### config.mk
export PLATFORM = sky130hd
export DESIGN_NAME = pipe_skid_reg
export DESIGN_NICKNAME = d
export VERILOG_FILES = /design/src/rtl/pipe_skid_reg.sv
export SDC_FILE = /design/constraint.sdc
export NUM_CORES = 1
export LEC_CHECK = 0
export CAP_MARGIN = 20
export CORE_MARGIN = 3
export CORE_UTILIZATION = 50
export CTS_CLUSTER_SIZE = 20
export DETAILED_ROUTE_END_ITERATION = 16
export PLACE_DENSITY = 0.79
export SYNTH_ARGS = -nofsm -noshare
export SYNTH_HDL_FRONTEND = slang
export SYNTH_SLANG_ARGS = --single-unit
### constraint.sdc
create_clock -name clk -period 6 [get_ports clk]
set_input_delay 0.6 -clock clk [delete_from_list [all_inputs] [get_ports clk]]
set_output_delay 0.6 -clock clk [all_outputs]
set_load 0.02 [all_outputs]
### src/rtl/pipe_skid_reg.sv
// Pipeline stage register with a valid/ready handshake and a 2-entry skid buffer.
// Flush loads the bubble value; a saturating counter tracks back-pressure cycles.
module pipe_skid_reg #(
    parameter int unsigned          DATA_W = 64,
    parameter logic [DATA_W-1:0]    BUBBLE = {DATA_W{1'b0}},
    parameter int unsigned          CNT_W  = 16
) (
    input  logic              clk,
    input  logic              rst,
    input  logic              flush,
    input  logic              clr_cnt,
    input  logic              in_valid,
    input  logic [DATA_W-1:0] in_data,
    output logic              in_ready,
    output logic              out_valid,
    output logic [DATA_W-1:0] out_data,
    input  logic              out_ready,
    output logic [1:0]        occupancy,
    output logic [CNT_W-1:0]  stall_cnt
);

    typedef enum logic [1:0] {StEmpty, StFull, StSkid} state_e;

    state_e              state_q, state_d;
    logic [DATA_W-1:0]   main_q, main_d;
    logic [DATA_W-1:0]   skid_q, skid_d;
    logic                in_ready_q, in_ready_d;
    logic                out_valid_q, out_valid_d;
    logic [CNT_W-1:0]    stall_cnt_q, stall_cnt_d;
    logic                in_fire, out_fire;

    assign in_fire  = in_valid & in_ready_q;
    assign out_fire = out_valid_q & out_ready;

    always_comb begin
        state_d = state_q;
        main_d  = main_q;
        skid_d  = skid_q;
        if (flush) begin
            state_d = StEmpty;
            main_d  = BUBBLE;
            skid_d  = BUBBLE;
        end else begin
            unique case (state_q)
                StEmpty: begin
                    if (in_fire) begin
                        state_d = StFull;
                        main_d  = in_data;
                    end
                end
                StFull: begin
                    if (in_fire && out_fire) begin
                        main_d = in_data;
                    end else if (in_fire) begin
                        state_d = StSkid;
                        skid_d  = in_data;
                    end else if (out_fire) begin
                        state_d = StEmpty;
                        main_d  = BUBBLE;
                    end
                end
                StSkid: begin
                    if (out_fire) begin
                        state_d = StFull;
                        main_d  = skid_q;
                        skid_d  = BUBBLE;
                    end
                end
                default: begin
                    state_d = StEmpty;
                    main_d  = BUBBLE;
                    skid_d  = BUBBLE;
                end
            endcase
        end
        // Handshake flags are decoded from the next state so both outputs come straight from flops.
        in_ready_d  = (state_d != StSkid);
        out_valid_d = (state_d != StEmpty);
    end

    always_comb begin
        stall_cnt_d = stall_cnt_q;
        if (clr_cnt) begin
            stall_cnt_d = '0;
        end else if (out_valid_q && !out_ready && (stall_cnt_q != {CNT_W{1'b1}})) begin
            stall_cnt_d = stall_cnt_q + 1'b1;
        end
    end

    always_ff @(posedge clk or posedge rst) begin
        if (rst) begin
            state_q     <= StEmpty;
            main_q      <= BUBBLE;
            skid_q      <= BUBBLE;
            in_ready_q  <= 1'b1;
            out_valid_q <= 1'b0;
            stall_cnt_q <= '0;
        end else begin
            state_q     <= state_d;
            main_q      <= main_d;
            skid_q      <= skid_d;
            in_ready_q  <= in_ready_d;
            out_valid_q <= out_valid_d;
            stall_cnt_q <= stall_cnt_d;
        end
    end

    always_comb begin
        unique case (state_q)
            StEmpty: occupancy = 2'd0;
            StFull:  occupancy = 2'd1;
            StSkid:  occupancy = 2'd2;
            default: occupancy = 2'd0;
        endcase
    end

    assign in_ready  = in_ready_q;
    assign out_valid = out_valid_q;
    assign out_data  = out_valid_q ? main_q : BUBBLE;
    assign stall_cnt = stall_cnt_q;

endmodule
Word level (Yosys, flattened, before mapping)
Cells that the tools add are included.

Register bits after elaboration: 148. Bits in latches: 0. Memory bits (writable): 0. ROM bits: 0. Memories kept: 0.

$add $sub $neg: 1. Multiply operators: 0. Div/mod/pow operators: 0. Order comparisons: 0. Eq/ne operators: 11. Shifts and indexed selects: 0. Muxes and demuxes: 21. Bitwise gates (word level): 2. Reduce and logical (&&, ||, !) cells: 9.

Operators with widths (count): $mux 64 (9); $pmux 64 s3 (2); $mux 16 (2); $add 16x1->16 const B (1); $ne 16x16->1 const B (1); $mux 2 (6); $ne 3x3->1 const B (4); $ne 4x4->1 const B (2); $reduce_and 4->1 (2); $pmux 2 s3 (1); $ne 2x2->1 const B (2); $pmux 2 s2 (1); $reduce_bool 2->1 (2); $logic_and 1x1->1 (3); $and 1x1->1 (2); $eq 2x1->1 const B (1); $eq 2x2->1 const B (1); $logic_not 2->1 (1); $logic_not 1->1 (1).

Depth between registers and ports, before layout
Word-level depth: 7. Depth in mapped cells: 8. Mapped depth without buffers: 5.

Least setup slack after synthesis
Ideal clock, no wire load.

Path type: register to output. From: register out_valid_q (netlist: out_valid). To: output port out_data[0]. Arrival time: 1341 ps. Data required time: 5400 ps. Path slack: 4059 ps. Cell stages (with the launch flop): 5. Buffers on the path: 3. Path through: dfrtp_1 -> clkbuf_2 -> clkbuf_1 -> clkbuf_1 -> and2_1.

Longest elaborated chain between the ends: 1.

Ends and longest elaborated chain: start, declared (RTL line 28) `logic out_valid_q, out_valid_d;`; start signal, assigned (RTL line 103) `out_valid_q <= out_valid_d;`; $mux 64 (RTL line 119) `assign out_data = out_valid_q ? main_q : BUBBLE;`; end, declared (RTL line 16) `output logic [DATA_W-1:0] out_data,`.

No other way between the ends.

Worst setup path after layout
From: register out_valid_q (netlist: out_valid). To: register skid_q[42].

Longest elaborated chain between the ends: 4.

Ends and longest elaborated chain: $and 1x1->1 (*) (RTL line 33) `assign out_fire = out_valid_q & out_ready;`; $logic_and 1x1->1 (RTL line 52) `if (in_fire && out_fire) begin`; $ne 3x3->1 (no source line); $reduce_and 4->1 (no source line) (*); end signal, assigned (RTL line 101) `skid_q <= skid_d;`; end, declared (RTL line 26) `logic [DATA_W-1:0] skid_q, skid_d;`.

Mark *: on every way between the ends. The rest lies on a longest branch, timed or not. A chain may end at the register's enable or synchronous reset.

==> key figures <==
Logic synthesis
  • Post-synth EDFFs: 0
  • Dominant cell by count in the synthesized netlist: dfrtp_1
  • Synth cell types: 44
  • Top-area cell type share of the netlist area: about half
  • Async S/R FF share, synth: 100.0%
  • Ys flop type: dfrtp_1
  • Most area-consuming cells after synthesis: dfrtp_1, mux2i_1, o2bb2ai_1
  • Most frequent cells after synthesis: dfrtp_1, nand2_1, inv_1
  • Mean post-synth cell area: 10.30 um2
  • Mapped Cells: 698
  • Post-synth net total: 769
  • Register area share after synthesis: between 50% and 60%
  • Yosys warns: 0
  • #FFs+latches synth: between 100 and 150
  • Post-synth top area cell: dfrtp_1
  • Post-Syn Area: 7192 um2

Hold path
  • Hold Path Class: flip-flop to flip-flop

Clock tree
  • Reg clk slew, reported paths: around 0.060 ns
  • Post-cts hold buffer count: 0
  • Clk_lat worst skew: 0.42 ns
  • Root buffer cell: clkbuf_16
  • H-Tree Depth: 4
  • Max clock buf depth: 2
  • Setup bufs post-CTS: 0
  • CTS Sinks: about 150
  • Post-CTS Resized: 0
  • TritonCTS buffer count: 17
  • CTS tree: built

Finish
  • P&R area growth vs syn: 31.80%
  • N_diodes: 0
  • Layout cells sized above 1: 6.228%
  • Nets@finish: approximately 890
  • Final Util: 67.76%

Floorplanning
  • Core area: roughly 14000 um2
  • Die height: 125.9 um
  • Core Rows: between 40 and 50
  • Initial core utilization: approximately half
  • Die width: 125.9 um
  • Die ar.: 15860 um2
  • I/O Pins: 154

Detailed routing
  • ANT nets after route: 0
  • First-pass DRT Iterations: 7
  • Average routed wire per standard cell: 18.43 um
  • Drt first-iter violations: 580
  • Routed vias/inst: 5.832
  • # DRC: 0
  • Total number of vias: 5919
  • Detailed Route WL: between 15 and 20 mm

Global routing
  • First-pass GRT wire length: 30.84 mm
  • Antenna violations before repair: 0
  • Largest net degree at the start of global routing: 93
  • GR Overflow Total: 0
  • Gr usage total: 23.83%
  • Number of global-route vias before repair: 6048

Worst setup path
  • CP startpoint kind: flip-flop
  • Peak per-stage delay on the critical path: 1.00 ns
  • Slowest CP cell: dfrtp_2
  • Critical path fanouts, max: 73
  • Bufs and invs on worst path: 1
  • Crit. End Element: flip-flop
  • CP Data Required Time: 6.33 ns
  • Delay-heaviest family, CP: flip-flops
  • Setup CP Type: flip-flop to flip-flop
  • Critical Path AT: 3.66 ns
  • Cell chain of the critical path: and2_1 > nor2_1 > o21bai_4 > buf_4 > mux2i_1

Timing
  • Worst slew margin: between 20% and 30%
  • Setup Viol. Count Final: 0
  • Fin. Hold Viols: 0
  • Min Tclk post-route: roughly 3.3 ns
  • Fin. max-slew vios: 0
  • RSZ-0062 raised after global routing: false
  • Fin Clk Skew: 0.007786 ns
  • Final setup TNS: 0 ns
  • Max Clk Rate: roughly 0.3 GHz
  • Fin crit share: 55.50%
  • Least-Margin Pin Slew: 1.136 ns

Power and ir drop
  • Pwr dens: 290.3 nW/um2
  • Max VDD drop: 0.1801 mV
  • Static Leakage: 0.004096 uW

Job
  • Max-cap violations: 0

Placed design
  • Detailed placement HPWL: ~12 mm
  • Routability cong.: 0.8121
  • Port bufs: ~150

Outcome
  • Status: completed
==> metrics by stage <==
stage	instances	worst slack [ns]	cell area [um2]	hold slack [ns]	power, uW
global placement	983	2.698	8817	0.4652	1599
detailed placement	984	2.593	8845	0.4663	1625
global route	1015	2.399	9479	0.4966	2862
floorplan	698	1.422	7192	0.4481	1429
finish	1015	2.670	9479	0.4795	2752
CTS	1015	2.621	9479	0.4848	2770
==> where the power goes <==
part / internal, uW / switching [uW]
sequential: 1080 / 66.7
combinational: 199 / 265
clock: 736 / 406
total: 2010 / 738
==> cells by family (layout without fill, tap and decap cells) <==
logic type,Yosys count,after routing,synth area share [%]
muxes,65,65,9.081
and+or+nand+nor,191,191,14.32
DFF,148,148,51.51
AOI/OAI and AO/OA,167,167,17.92
adders and majority gates,1,1,0.1739
buffers and inverters,125,262,6.872
xor gates and xnor gates,1,1,0.1218
==> sequential cells by signal, indices dropped and copies added, names as in the netlist <==
signal / flops
skid_q: 64
state_q: 2
stall_cnt: 16
main_q: 64
out_valid: 1
in_ready: 1
==> metal layers <==
| layer | GRT usage [%] | share of wire, % |
|---|---|---|
| met5 | 0 | 0 |
| met4 | 6.814 | 1.7 |
| met3 | 5.980 | 5.7 |
| met2 | 38.75 | 50 |
| met1 | 31.97 | 43 |
==> final cells by class <==
cell class,count,area [um2]
multi-input combinational,425,3034
timing repair buffer,161,1612
sequential,148,3706
inverter,70,267.8
clock buffer,22,484.2
tap,180,225.2
fill,1053,4509
clock inverter,9,150.1
==> layout by cell type (no fill, tap or decap), types with 2 or more instances in the layout <==
cell / synthesis / routed
nand3_1: 8 / 8
nor4_1: 4 / 4
o2bb2ai_1: 64 / 64
nand2_1: 72 / 72
or4_1: 7 / 7
nand3b_1: 3 / 3
or3_1: 6 / 6
clkinv_2: 0 / 3
a21oi_1: 15 / 14
nor2b_1: 6 / 5
mux2i_1: 63 / 63
nand2b_1: 2 / 2
and2_1: 65 / 65
bufinv_16: 0 / 4
nand4_1: 5 / 5
o21ai_0: 8 / 8
a22oi_1: 64 / 64
nor3_1: 3 / 3
mux2_2: 2 / 2
buf_4: 0 / 7
dfrtp_1: 147 / 146
clkinvlp_4: 0 / 2
clkdlybuf4s50_1: 0 / 153
inv_1: 70 / 68
clkbuf_16: 0 / 17
o31ai_1: 5 / 5
clkbuf_8: 0 / 4
nor2_1: 5 / 5
==> worst reg2reg max path, delay by kind of cell (launching register included) <==
kind / cells / cell delay (ns)
AO/OA/AOI/OAI: 1 / 0.81
multiplexers: 1 / 0.32
AND/OR/NAND/NOR: 2 / 0.41
flip-flops: 1 / 1.00
buffers and inverters: 1 / 0.70
==> worst paths after layout <==
check                           start    endpoint  slack [ns]  depth (start not counted)
max                         out_valid  skid_q[42]        2.67                          5
min                        main_q[50]  main_q[50]        0.48                          1
max reg2reg                 out_valid  skid_q[42]        2.67                          5
min reg2reg                main_q[50]  main_q[50]        0.48                          1
max in group asynchronous         rst  skid_q[62]        4.03                          3
min in group asynchronous         rst  main_q[36]        0.73                          2
Power figures use the tool's default switching activity.
